### src/rtl/mtl_pkg.sv
`timescale 1ns/1ps
`default_nettype none
// ============================================================================
// Module   : mtl_pkg
// Purpose  : Shared timing defaults, RGB888 type and colour-bar constants
//            for the scan composer.
// Revision : 1.0 - initial release
// ============================================================================
package mtl_pkg;

  // Default 800x480 panel timing (pixel clocks / lines)
  localparam int H_ACTIVE_DEF = 800;
  localparam int H_FP_DEF     = 210;
  localparam int H_SYNC_DEF   = 20;
  localparam int H_BP_DEF     = 26;
  localparam int V_ACTIVE_DEF = 480;
  localparam int V_FP_DEF     = 22;
  localparam int V_SYNC_DEF   = 10;
  localparam int V_BP_DEF     = 13;
  localparam int FACE_LAT_DEF = 2;

  typedef logic [23:0] rgb_t;

  // Colour bars, left to right
  localparam rgb_t BAR_WHITE   = 24'hFFFFFF;
  localparam rgb_t BAR_YELLOW  = 24'hFFFF00;
  localparam rgb_t BAR_CYAN    = 24'h00FFFF;
  localparam rgb_t BAR_GREEN   = 24'h00FF00;
  localparam rgb_t BAR_MAGENTA = 24'hFF00FF;
  localparam rgb_t BAR_RED     = 24'hFF0000;
  localparam rgb_t BAR_BLUE    = 24'h0000FF;
  localparam rgb_t BAR_BLACK   = 24'h000000;

  // Map a bar index (0 = leftmost) to its colour
  function automatic rgb_t bar_colour(input logic [2:0] idx);
    case (idx)
      3'd0:    bar_colour = BAR_WHITE;
      3'd1:    bar_colour = BAR_YELLOW;
      3'd2:    bar_colour = BAR_CYAN;
      3'd3:    bar_colour = BAR_GREEN;
      3'd4:    bar_colour = BAR_MAGENTA;
      3'd5:    bar_colour = BAR_RED;
      3'd6:    bar_colour = BAR_BLUE;
      default: bar_colour = BAR_BLACK;
    endcase
  endfunction

endpackage
`default_nettype wire

### src/rtl/mtl_delay_line.sv
`timescale 1ns/1ps
`default_nettype none
// ============================================================================
// Module   : mtl_delay_line
// Purpose  : WIDTH-bit, DEPTH-stage shift register with synchronous
//            active-low clear; DEPTH = 0 degenerates to a plain wire.
// Revision : 1.0 - initial release
// ============================================================================
module mtl_delay_line #(
  parameter int WIDTH = 1,
  parameter int DEPTH = 1
) (
  input  logic             clk,
  input  logic             reset,
  input  logic [WIDTH-1:0] din,
  output logic [WIDTH-1:0] dout
);

  generate
    if (DEPTH == 0) begin : g_wire
      // Clock and reset have no job when there is no storage
      logic unused_ports;
      assign unused_ports = clk ^ reset;
      assign dout = din;
    end else begin : g_shift
      logic [WIDTH-1:0] stages [DEPTH];

      // Shift din through DEPTH registers; reset clears every stage
      always_ff @(posedge clk) begin
        if (!reset) begin
          for (int i = 0; i < DEPTH; i++) stages[i] <= '0;
        end else begin
          stages[0] <= din;
          for (int i = 1; i < DEPTH; i++) stages[i] <= stages[i-1];
        end
      end

      assign dout = stages[DEPTH-1];
    end
  endgenerate

endmodule
`default_nettype wire

### src/rtl/mtl_scan_composer.sv
`timescale 1ns/1ps
`default_nettype none
// ============================================================================
// Module   : mtl_scan_composer
// Purpose  : Raster timing generator and priority pixel composer. Counters
//            drive the cube generators; their face flags return FACE_LAT
//            clocks later and are merged into a registered RGB output with
//            syncs/de delayed to match.
// Options  : TEST_PATTERN_EN - adds test_mode input selecting 8 colour bars.
// Revision : 1.0 - initial release
// ============================================================================
module mtl_scan_composer
  import mtl_pkg::*;
#(
  parameter int H_ACTIVE = H_ACTIVE_DEF,
  parameter int H_FP     = H_FP_DEF,
  parameter int H_SYNC   = H_SYNC_DEF,
  parameter int H_BP     = H_BP_DEF,
  parameter int V_ACTIVE = V_ACTIVE_DEF,
  parameter int V_FP     = V_FP_DEF,
  parameter int V_SYNC   = V_SYNC_DEF,
  parameter int V_BP     = V_BP_DEF,
  parameter int FACE_LAT = FACE_LAT_DEF
) (
  input  logic        clk,
  input  logic        reset,
  output logic [10:0] x_cnt,
  output logic [9:0]  y_cnt,
  input  logic        top_face,
  input  logic        left_face,
  input  logic        right_face,
  input  logic        qbert_top_face,
  input  logic [23:0] col_top,
  input  logic [23:0] col_left,
  input  logic [23:0] col_right,
  input  logic [23:0] col_qbert,
  input  logic [23:0] col_bg,
`ifdef TEST_PATTERN_EN
  input  logic        test_mode,
`endif
  output logic        hsync_n,
  output logic        vsync_n,
  output logic        de,
  output logic [23:0] rgb,
  output logic        frame_start,
  output logic        vblank
);

  localparam int H_TOTAL = H_ACTIVE + H_FP + H_SYNC + H_BP;
  localparam int V_TOTAL = V_ACTIVE + V_FP + V_SYNC + V_BP;

  localparam logic [10:0] H_LAST     = 11'(H_TOTAL - 1);
  localparam logic [10:0] H_VIS_END  = 11'(H_ACTIVE);
  localparam logic [10:0] HS_START   = 11'(H_ACTIVE + H_FP);
  localparam logic [10:0] HS_END     = 11'(H_ACTIVE + H_FP + H_SYNC);
  localparam logic [9:0]  V_LAST     = 10'(V_TOTAL - 1);
  localparam logic [9:0]  V_VIS_END  = 10'(V_ACTIVE);
  localparam logic [9:0]  VS_START   = 10'(V_ACTIVE + V_FP);
  localparam logic [9:0]  VS_END     = 10'(V_ACTIVE + V_FP + V_SYNC);

  logic raw_vis, raw_hs, raw_vs;
  logic vis_d, hs_d, vs_d;
  rgb_t next_rgb;

  // Raster counters; a mid-frame reset drops straight back to (0,0)
  always_ff @(posedge clk) begin
    if (!reset) begin
      x_cnt <= '0;
      y_cnt <= '0;
    end else if (x_cnt == H_LAST) begin
      x_cnt <= '0;
      y_cnt <= (y_cnt == V_LAST) ? 10'd0 : y_cnt + 10'd1;
    end else begin
      x_cnt <= x_cnt + 11'd1;
    end
  end

  // Undelayed decode of visibility and sync windows
  always_comb begin
    raw_vis = (x_cnt < H_VIS_END) && (y_cnt < V_VIS_END);
    raw_hs  = (x_cnt >= HS_START) && (x_cnt < HS_END);
    raw_vs  = (y_cnt >= VS_START) && (y_cnt < VS_END);
  end

`ifdef TEST_PATTERN_EN
  localparam int BAR_W = H_ACTIVE / 8;

  logic [2:0] bar_idx, bar_idx_d;

  // Bar index = number of bar boundaries already passed on this line
  always_comb begin
    bar_idx = 3'd0;
    for (int k = 1; k < 8; k++) begin
      if (x_cnt >= 11'(k * BAR_W)) bar_idx = 3'(k);
    end
  end

  mtl_delay_line #(.WIDTH(6), .DEPTH(FACE_LAT)) u_align (
    .clk   (clk),
    .reset (reset),
    .din   ({bar_idx, raw_vis, raw_hs, raw_vs}),
    .dout  ({bar_idx_d, vis_d, hs_d, vs_d})
  );
`else
  mtl_delay_line #(.WIDTH(3), .DEPTH(FACE_LAT)) u_align (
    .clk   (clk),
    .reset (reset),
    .din   ({raw_vis, raw_hs, raw_vs}),
    .dout  ({vis_d, hs_d, vs_d})
  );
`endif

  // Pixel selection: fixed face priority, blanked outside the visible area
  always_comb begin
    if (qbert_top_face)  next_rgb = col_qbert;
    else if (top_face)   next_rgb = col_top;
    else if (left_face)  next_rgb = col_left;
    else if (right_face) next_rgb = col_right;
    else                 next_rgb = col_bg;
`ifdef TEST_PATTERN_EN
    if (test_mode) next_rgb = bar_colour(bar_idx_d);
`endif
    if (!vis_d) next_rgb = '0;
  end

  // Registered video output stage
  always_ff @(posedge clk) begin
    if (!reset) begin
      hsync_n <= 1'b1;
      vsync_n <= 1'b1;
      de      <= 1'b0;
      rgb     <= '0;
    end else begin
      hsync_n <= ~hs_d;
      vsync_n <= ~vs_d;
      de      <= vis_d;
      rgb     <= next_rgb;
    end
  end

  // Frame markers decoded from the undelayed counters
  always_ff @(posedge clk) begin
    if (!reset) begin
      frame_start <= 1'b0;
      vblank      <= 1'b0;
    end else begin
      frame_start <= (x_cnt == 11'd0) && (y_cnt == 10'd0);
      vblank      <= (y_cnt >= V_VIS_END);
    end
  end

endmodule
`default_nettype wire

### config.mk
export PLATFORM = sky130hd
export DESIGN_NAME = mtl_scan_composer
export DESIGN_NICKNAME = d
export VERILOG_FILES = /design/src/rtl/mtl_pkg.sv /design/src/rtl/mtl_delay_line.sv /design/src/rtl/mtl_scan_composer.sv
export SDC_FILE = /design/constraint.sdc
export NUM_CORES = 1
export LEC_CHECK = 0
export CORE_UTILIZATION = 41
export DETAILED_ROUTE_END_ITERATION = 10
export MAX_ROUTING_LAYER = met4
export PLACE_DENSITY = 0.95
export SYNTH_ARGS = -nofsm -noshare
export SYNTH_HDL_FRONTEND = slang
export SYNTH_SLANG_ARGS = --single-unit
### constraint.sdc
create_clock -name clk -period 5.2 [get_ports clk]
set_input_delay 1.04 -clock clk [delete_from_list [all_inputs] [get_ports clk]]
set_output_delay 1.04 -clock clk [all_outputs]
set_load 0.02 [all_outputs]
# Word level (Yosys, flattened, before mapping)
# Memory sizes are Yosys's and may differ from the RTL's.
# Cells that the tools add are included.
[totals] reg_bits=50 mem_bits_rw=6 inputBits=126 wordCells=42 memories=1
[op_classes] n_addsub=2 n_lt_le_gt_ge=7 eq_ne=2 n_mux=9 bitwise=5 reduce_logical=8
[mem_list] memory="u_align.g_shift.stages" depth=2 word_bits=3 rd=2 rd_clocked_by_memory_dff=0 wr=2 line_no="mtl_delay_line.sv:26" text="logic [WIDTH-1:0] stages [DEPTH];"
[op_table] cell="24-bit two-way mux" count=4
[op_table] cell="10-bit by 9-bit >= comparator with 1-bit output, second input constant" count=2
[op_table] cell="11-bit by 1-bit adder with 11-bit output, second input constant" count=1
[op_table] cell="11-bit == test, second input constant" count=1
[op_table] cell="11-bit by 10-bit >= comparator with 1-bit output, second input constant" count=1
[op_table] cell="11-bit logical NOT" count=1
[op_table] cell="11-bit by 10-bit less-than comparator with 1-bit output, second input constant" count=1
[op_table] cell="11-bit less-than comparator, second input constant" count=1
[op_table] cell="10-bit by 1-bit adder with 10-bit output, second input constant" count=1
[op_table] cell="10-bit == test, second input constant" count=1
[op_table] cell="10-bit logical NOT" count=1
[op_table] cell="10-bit less-than comparator, second input constant" count=1
[op_table] cell="10-bit by 9-bit less-than comparator with 1-bit output, second input constant" count=1
[op_table] cell="10-bit two-way mux" count=1
[op_table] cell="3-bit two-way mux" count=2
[op_table] cell="1-bit logical AND" count=4
[op_table] cell="1-bit inverter" count=3
[op_table] cell="1-bit two-way mux" count=2
[op_table] cell="1-bit bitwise OR" count=2
[op_table] cell="2-bit AND reduction" count=1
[op_table] cell="2-bit OR reduction" count=1

# Depth between registers and ports, before layout
# Gate-level depths: netlist of run 1.
[depth] word_depth=4 ltp_mapped=6 depth_no_buf=6

# Cells and area by module
# From an unflattened synthesis of run 1, not the netlist that was laid out.
[hier_totals] hier_cells=344 area_unflattened_um2=3088.0
[by_module_without_submodules] mod="mtl_scan_composer" instances=1 cells_each=329 area_each_um2=2907.8 seq_area_each_um2=1001.0
[by_module_without_submodules] mod="mtl_delay_line" instances=1 cells_each=15 area_each_um2=180.2 seq_area_each_um2=120.1

# Least setup slack after synthesis of run 1
# Ideal clock, no wire load.
[synth_path] kind="input to register" start="input right_face" end="register rgb[0]" setup_ns=0.116 arrival_time_ns=2.290 setup_slack_ns=2.795 path_stages=6 n_path_buf=2 path_cell_list="clkbuf_1 clkbuf_1 mux2_2 mux2i_1 o21ai_0 and3_1"
[synth_via] elab_chain_len=4
[synth_lines] item="start: declaration" line_no="mtl_scan_composer.sv:31" text="input logic right_face,"
[synth_lines] item="24-bit two-way mux" line_no="mtl_scan_composer.sv:118" text="else if (right_face) next_rgb = col_right;"
[synth_lines] item="24-bit two-way mux" line_no="mtl_scan_composer.sv:117" text="else if (left_face) next_rgb = col_left;"
[synth_lines] item="24-bit two-way mux" line_no="mtl_scan_composer.sv:116" text="else if (top_face) next_rgb = col_top;"
[synth_lines] item="24-bit two-way mux" line_no="mtl_scan_composer.sv:115" text="if (qbert_top_face) next_rgb = col_qbert;"
[synth_lines] item="end signal: assignment" line_no="mtl_scan_composer.sv:137" text="rgb <= next_rgb;"
[synth_lines] item="end: declaration" line_no="mtl_scan_composer.sv:44" text="output logic [23:0] rgb,"
# Every way passes these cells.
# A chain may end at the register's enable or synchronous reset.

# Worst setup path in the final report of run 1
[layout_path] start="input right_face" end="register rgb[8]"
# The elaborated chain is that of the path after synthesis.

==> results.sh, run 1 <==
export IMPL_grt_pass1_vias=3056
export IMPL_cts_resized=0
export IMPL_antenna_found_initial=0
export IMPL_hold_class="reg2reg"
export IMPL_fin_nets=637
export IMPL_first_iter_violations=113
export IMPL_cts_hold_buf=0
export IMPL_fin_crit_sh_pct=57.26
export IMPL_route_detailed_drc=0
export IMPL_place_port_buffers=175
export IMPL_yosys_register_bits=56
export IMPL_final_setup_tns_ns=0
export IMPL_dp_hpwl_mm=7.705
export IMPL_synth_edf_count=0
export IMPL_worstSkewPairLatency_ns=0.30
export IMPL_layout_cells_non_filler=603
export IMPL_p_int_w=0.0006733
export IMPL_p_per_area_nw_per_um2=184.8
export IMPL_seq_area_um2=1121
export IMPL_yosys_warnings=0
export IMPL_cts_buffers=5
export IMPL_seq_area_frac_synth_pct=37.71
export IMPL_gp_congestion=0.8646
export IMPL_final_util_pct=70.47
export IMPL_grt_max_degree=49
export IMPL_syn_num_nets=475
export IMPL_yosys_area_top_type="dfxtp_1"
export IMPL_syn_inst=344
export IMPL_clockBufferDepth=2
export IMPL_syn_cell_area_um2=2973
export IMPL_coreArea_um2=6907
export IMPL_postCtsSetupBuffers=0
export IMPL_clkSlewWorstSetupHoldPaths_ns=0.10
export IMPL_crit_path_start_kind="input port"
export IMPL_clock_fmax_ghz=0.3358
export IMPL_antenna_cells=0
export IMPL_ant_nets=0
export IMPL_hold_viol_final=0
export IMPL_p_clk_share_pct=26.9
export IMPL_num_vias=3100
export IMPL_fillers=558
export IMPL_cts_tree="done"
export IMPL_status="finished, final reports clean"
export IMPL_setup_viol=0
export IMPL_clock_skew_ns=0.007120
export IMPL_p_leak_nw=1.876
export IMPL_worst_slew_pin_slew_ns=1.152
export IMPL_wl_mm=9.918
export IMPL_die_w_um=87.15
export IMPL_p_switching_w=0.0002261
export IMPL_path_class="in2reg"
export IMPL_max_slew_margin_pct=22.95
export IMPL_arrival_ns=3.18
export IMPL_fin_hold_ws_ns=0.3717
export IMPL_switching_share_pct=25.14
export IMPL_synth_distinct_cells=38
export IMPL_routed_via_density=5.141
export IMPL_grt_usage_pct=25.60
export IMPL_firstDrtPassIters=4
export IMPL_ys_async_sr_fraction_pct=0
export IMPL_post_place_cells=595
export IMPL_grt_pass1_wl_mm=14.57
export IMPL_period_minus_slack_ns=2.978
export IMPL_start_util_pct=43.04
export IMPL_synth_main_ff_cell="dfxtp_1"
export IMPL_cts_num_sinks=56
export IMPL_multi_input_area_um2=1722
export IMPL_drive_above_1_share_pct=6.903
export IMPL_die_h_um=87.15
export IMPL_dieArea_um2=7595
export IMPL_yosysTopAreaCellShare_pct=37.71
export IMPL_ios=176
export IMPL_rows=30
export IMPL_critPathMaxFanout=24
export IMPL_required_ns=5.40
export IMPL_htreeDepth=2
export IMPL_grt_ovfl_total=0
export IMPL_endpoint_kind="flop"
export IMPL_power_frac_seq_pct=49.4
export IMPL_cts_root_buffer="clkbuf_8"
export IMPL_synth_area_leaders="dfxtp_1 (38%), mux2_2 (9.1%), mux2i_1 (8.1%), and3_1 (5.5%), a21oi_1 (5.1%)"
export IMPL_post_drt_wl_per_cell_um=16.45
export IMPL_areaGrowthSynthToFinish_pct=63.72
export IMPL_rsz0062_at_grt="false"
export IMPL_power_frac_comb_pct=23.6
export IMPL_cap_violations=0
export IMPL_max_vdd_ir_drop_mv=0.1229
export IMPL_maxSlewViolCount=0
export IMPL_postSynthAreaPerCell_um2=8.642
## routing by layer
layer | vias to the layer above | track usage (%) | routed length, um
met5 | - | - | 0
met4 | 0 | 9.836 | 325
met3 | 26 | 4.645 | 574
met2 | 119 | 44.02 | 5104
met1 | 1431 | 29.66 | 3914
li1 | 1524 | - | -
## cells in the mapped netlist, types with 5 or more instances
cell type / instances
inv_1: 11
xnor2_1: 9
mux2_2: 24
nand2_1: 13
ha_1: 5
mux2i_1: 24
dfxtp_1: 56
nand3_1: 12
nor4_1: 5
o21ai_0: 26
nor3_1: 6
a21oi_1: 30
nor2_1: 17
and3_1: 26
and2_1: 5
clkbuf_1: 20
nand2b_1: 24
## cells in the final DEF, fill, tap and decap left out, types with 2 or more instances in the layout
master	synthesis	layout
buf_4	0	3
clkbuf_8	0	5
and2_1	5	5
a21oi_1	30	30
nand4_1	2	2
inv_1	11	11
clkdlybuf4s50_1	0	175
nand2_1	13	13
ha_1	5	5
nor4_1	5	5
nand3_1	12	12
o31ai_1	2	2
or3_1	3	3
or4_1	3	3
nand2b_1	24	24
xnor2_1	9	9
dfxtp_1	56	56
nor2_1	17	17
mux2i_1	24	24
a21o_1	2	2
a21boi_0	2	2
xor2_1	3	3
and3_1	26	26
mux2_2	24	24
nor3_1	6	6
o21ai_0	26	26
## power groups by stage
stage	combinational, W	clock, W	sequential, W
2_1_floorplan	0.0000729	0	0.000465
3_3_place_gp	0.000205	0	0.000454
3_5_place_dp	0.000212	0	0.000454
4_1_cts	0.000213	0.000247	0.000445
5_1_grt	0.000227	0.000260	0.000446
6_report	0.000213	0.000242	0.000445
## worst paths after layout
check        slack (ns)  depth (start not counted)                     to                               startpoint
min reg2reg        0.37                          1     vsync_n$_SDFF_PN1_  u_align.g_shift.stages[0][3]$_SDFF_PN0_
max                2.22                          5      rgb[8]$_SDFF_PN0_                               right_face
min                0.37                          1     vsync_n$_SDFF_PN1_  u_align.g_shift.stages[0][3]$_SDFF_PN0_
max reg2reg        2.85                          5  y_cnt[4]$_SDFFE_PN0N_                      x_cnt[1]$_SDFF_PP0_
## sequential cells by signal, summed over array words and instances, names as in the netlist
| signal | count |
|---|---|
| vsync_n | 1 |
| y_cnt | 10 |
| hsync_n | 1 |
| x_cnt | 11 |
| rgb | 24 |
| frame_start | 1 |
| vblank | 1 |
| de | 1 |
| u_align.g_shift.stages | 6 |
## worst max-delay path, stage by stage
cell and delay [ns]:
clkdlybuf4s50_1 1.24, mux2_2 0.42, mux2i_1 0.13, o21ai_0 0.14
and3_1 0.20
## per-stage QoR
stage               total power [W]  setup WS, ns  area [um2]
global placement          0.0006594         1.926        4778
CTS                       0.0009037         2.236        4867
global route              0.0009329         2.093        4867
floorplan                 0.0005380         2.795        2973
finish                    0.0008994         2.222        4867
detailed placement        0.0006661         1.908        4778
## cell families (layout without fill, tap and decap cells)
kind of cell / Yosys count / in the layout / synth area share (%)
buf+inv: 34 / 197 / 4.377
compound gates: 67 / 67 / 12.20
simple gates: 122 / 122 / 22.90
xor+xnor: 12 / 12 / 3.536
fa+ha+maj: 5 / 5 / 2.104
mux: 48 / 48 / 17.17
flops: 56 / 56 / 37.71
## area by class of cell
type                    instances  area share, %
flip-flops and latches         56          23.03
well taps                      96          2.468
repair buffers                178          36.45
clock inverters                 2         0.3342
multi-input cells             254          35.37
clock buffers                   6          1.491
inverters                      11         0.8483
Power figures use the tool's default switching activity.
==> run 2: changes to the inputs <==
--- a/config.mk
+++ b/config.mk
@@ -5,10 +5,10 @@
 export SDC_FILE = /design/constraint.sdc
 export NUM_CORES = 1
 export LEC_CHECK = 0
-export CORE_UTILIZATION = 41
+export CORE_UTILIZATION = 34
 export DETAILED_ROUTE_END_ITERATION = 10
 export MAX_ROUTING_LAYER = met4
-export PLACE_DENSITY = 0.95
+export PLACE_DENSITY = 0.88
 export SYNTH_ARGS = -nofsm -noshare
 export SYNTH_HDL_FRONTEND = slang
 export SYNTH_SLANG_ARGS = --single-unit
==> constraint.sdc (replaced) <==
create_clock -name clk -period 2.4 [get_ports clk]
set_input_delay 0.48 -clock clk [delete_from_list [all_inputs] [get_ports clk]]
set_output_delay 0.48 -clock clk [all_outputs]
set_load 0.02 [all_outputs]
==> run 2 against run 1 <==
  * Sequential share of layout area fell by 0.37 points
  * Critical path type is now reg2reg
  * Non-clock buffer count increased by 4
  * Via count up 1.1%
  * Largest power group unchanged
==> results.sh, run 2 (synthesis gave the netlist of run 1 again) <==
export IMPL_status="finished, final reports clean"
export IMPL_htreeDepth=2
export IMPL_grt_pass1_wl_mm=14.33
export IMPL_hold_viol_final=0
export IMPL_rsz0062_at_grt="false"
export IMPL_rr_worst_depth=5
export IMPL_post_drt_wl_per_cell_um=15.83
export IMPL_required_ns=2.66
export IMPL_dieArea_um2=9121
export IMPL_start_util_pct=35.64
export IMPL_critPathMaxFanout=7
export IMPL_p_total_w=0.002015
export IMPL_cts_tree="done"
export IMPL_route_detailed_drc=0
export IMPL_p_per_area_nw_per_um2=407.5
export IMPL_max_slew_margin_pct=43.39
export IMPL_path_class="reg2reg"
export IMPL_dp_hpwl_mm=7.559
export IMPL_wl_mm=9.754
export IMPL_period_minus_slack_ns=2.213
export IMPL_layout_common_cells="clkdlybuf4s50_1 (174), dfxtp_1 (56), a21oi_1 (30)"
export IMPL_clock_fmax_ghz=0.4518
export IMPL_num_vias=3135
export IMPL_rows=33
export IMPL_ant_nets=0
export IMPL_antenna_found_initial=0
export IMPL_drive_above_1_share_pct=8.415
export IMPL_holdPathStages=1
export IMPL_reg2reg_slack_ns=0.19
export IMPL_grt_max_degree=49
export IMPL_clock_skew_ns=0.003568
export IMPL_maxSlewViolCount=0
export IMPL_final_setup_tns_ns=0
export IMPL_die_w_um=95.51
export IMPL_setup_viol=0
export IMPL_dp_slack_ns=0.1619
export IMPL_cts_root_buffer="clkbuf_8"
export IMPL_firstDrtPassIters=5
export IMPL_fin_crit_sh_pct=92.22
export IMPL_grt_ovfl_total=0
export IMPL_worst_slew_pin_slew_ns=0.8491
export IMPL_crit_path_start_kind="flop"
export IMPL_arrival_ns=2.47
export IMPL_worstSkewPairLatency_ns=0.32
export IMPL_final_common_cell="clkdlybuf4s50_1"
export IMPL_fin_hold_ws_ns=0.3797
export IMPL_cts_num_sinks=56
export IMPL_cts_buffers=5
export IMPL_fin_nets=641
export IMPL_antenna_cells=0
export IMPL_areaGrowthSynthToFinish_pct=66.37
export IMPL_routed_via_density=5.089
export IMPL_place_port_buffers=175
export IMPL_grt_usage_pct=20.83
export IMPL_max_vdd_ir_drop_mv=0.2855
export IMPL_endpoint_kind="flop"
export IMPL_first_iter_violations=122
export IMPL_die_h_um=95.51
export IMPL_gp_congestion=0.9445
export IMPL_coreArea_um2=8341
export IMPL_clkSlewWorstSetupHoldPaths_ns=0.12
export IMPL_regMostFlops="rgb"
export IMPL_largestRegisters="rgb (24), x_cnt (11), y_cnt (10)"
export IMPL_clockBufferDepth=2
export IMPL_ios=176
export IMPL_cap_violations=0
export IMPL_p_leak_nw=1.919
export IMPL_grt_pass1_vias=3056
export IMPL_hold_class="reg2reg"
export IMPL_largest_reg_flops=24
export IMPL_fin_ws_ns=0.1866
export IMPL_cts_hold_buf=0
-- run 2: cell count changes in the layout (fill, tap and decap cells not counted), sizes merged --
cell           delta
buf               +5
clkbuf            -1
clkdlybuf4s50     -1
clkinv            -1
clkinvlp          -1
inv               +3
-- run 2: layout make-up --
class / count / area (um2)
timing repair buffer: 182 / 1824
sequential: 56 / 1121
fill: 719 / 3395
multi-input combinational: 254 / 1730
tap: 105 / 131.4
inverter: 11 / 41.29
clock buffer: 5 / 68.82
clock inverter: 3 / 28.78
-- run 2: metrics by stage --
stage | area (um2) | utilization, % | cells
2_1_floorplan | 2973 | - | 344
3_3_place_gp | 4840 | 58.03 | 608
3_5_place_dp | 4840 | 58.03 | 608
4_1_cts | 4937 | 59.20 | 616
5_1_grt | 4946 | 59.30 | 616
6_report | 4946 | 59.30 | 616
-- run 2: critical path, cell delays in order (launching register included) --
cell	delay (ns)
dfxtp_1	0.45
ha_1	0.24
nand4_1	0.25
or4_4	0.64
or4_1	0.42
a21oi_1	0.15
-- run 2: path summary, 6_finish.rpt --
kind | start | to
max | x_cnt[1]$_SDFF_PP0_ | y_cnt[8]$_SDFFE_PN0N_
min | u_align.g_shift.stages[0][3]$_SDFF_PN0_ | vsync_n$_SDFF_PN1_
max reg2reg | x_cnt[1]$_SDFF_PP0_ | y_cnt[8]$_SDFFE_PN0N_
min reg2reg | u_align.g_shift.stages[0][3]$_SDFF_PN0_ | vsync_n$_SDFF_PN1_
-- run 2: per-layer routing --
layer | track usage (%) | vias to the layer above | wire, um
met4 | 9.826 | 0 | 344
met2 | 34.11 | 128 | 4908
met1 | 24.66 | 1434 | 3965
met5 | - | - | 0
li1 | - | 1546 | -
met3 | 3.748 | 27 | 534
-- run 2: repair_timing --
item	CTS	global route
buffers inserted	0	0
resized for setup	0	2
endpoints found under the setup margin	0	3
-- run 2: power by group --
group / total, W / switching [W] / internal, W / leakage, nW
sequential: 0.000962 / 0.0000115 / 0.000951 / 0.455
combinational: 0.000469 / 0.000164 / 0.000305 / 1.41
clock: 0.000584 / 0.000362 / 0.000222 / 0.0511
total: 0.00202 / 0.000537 / 0.00148 / 1.92
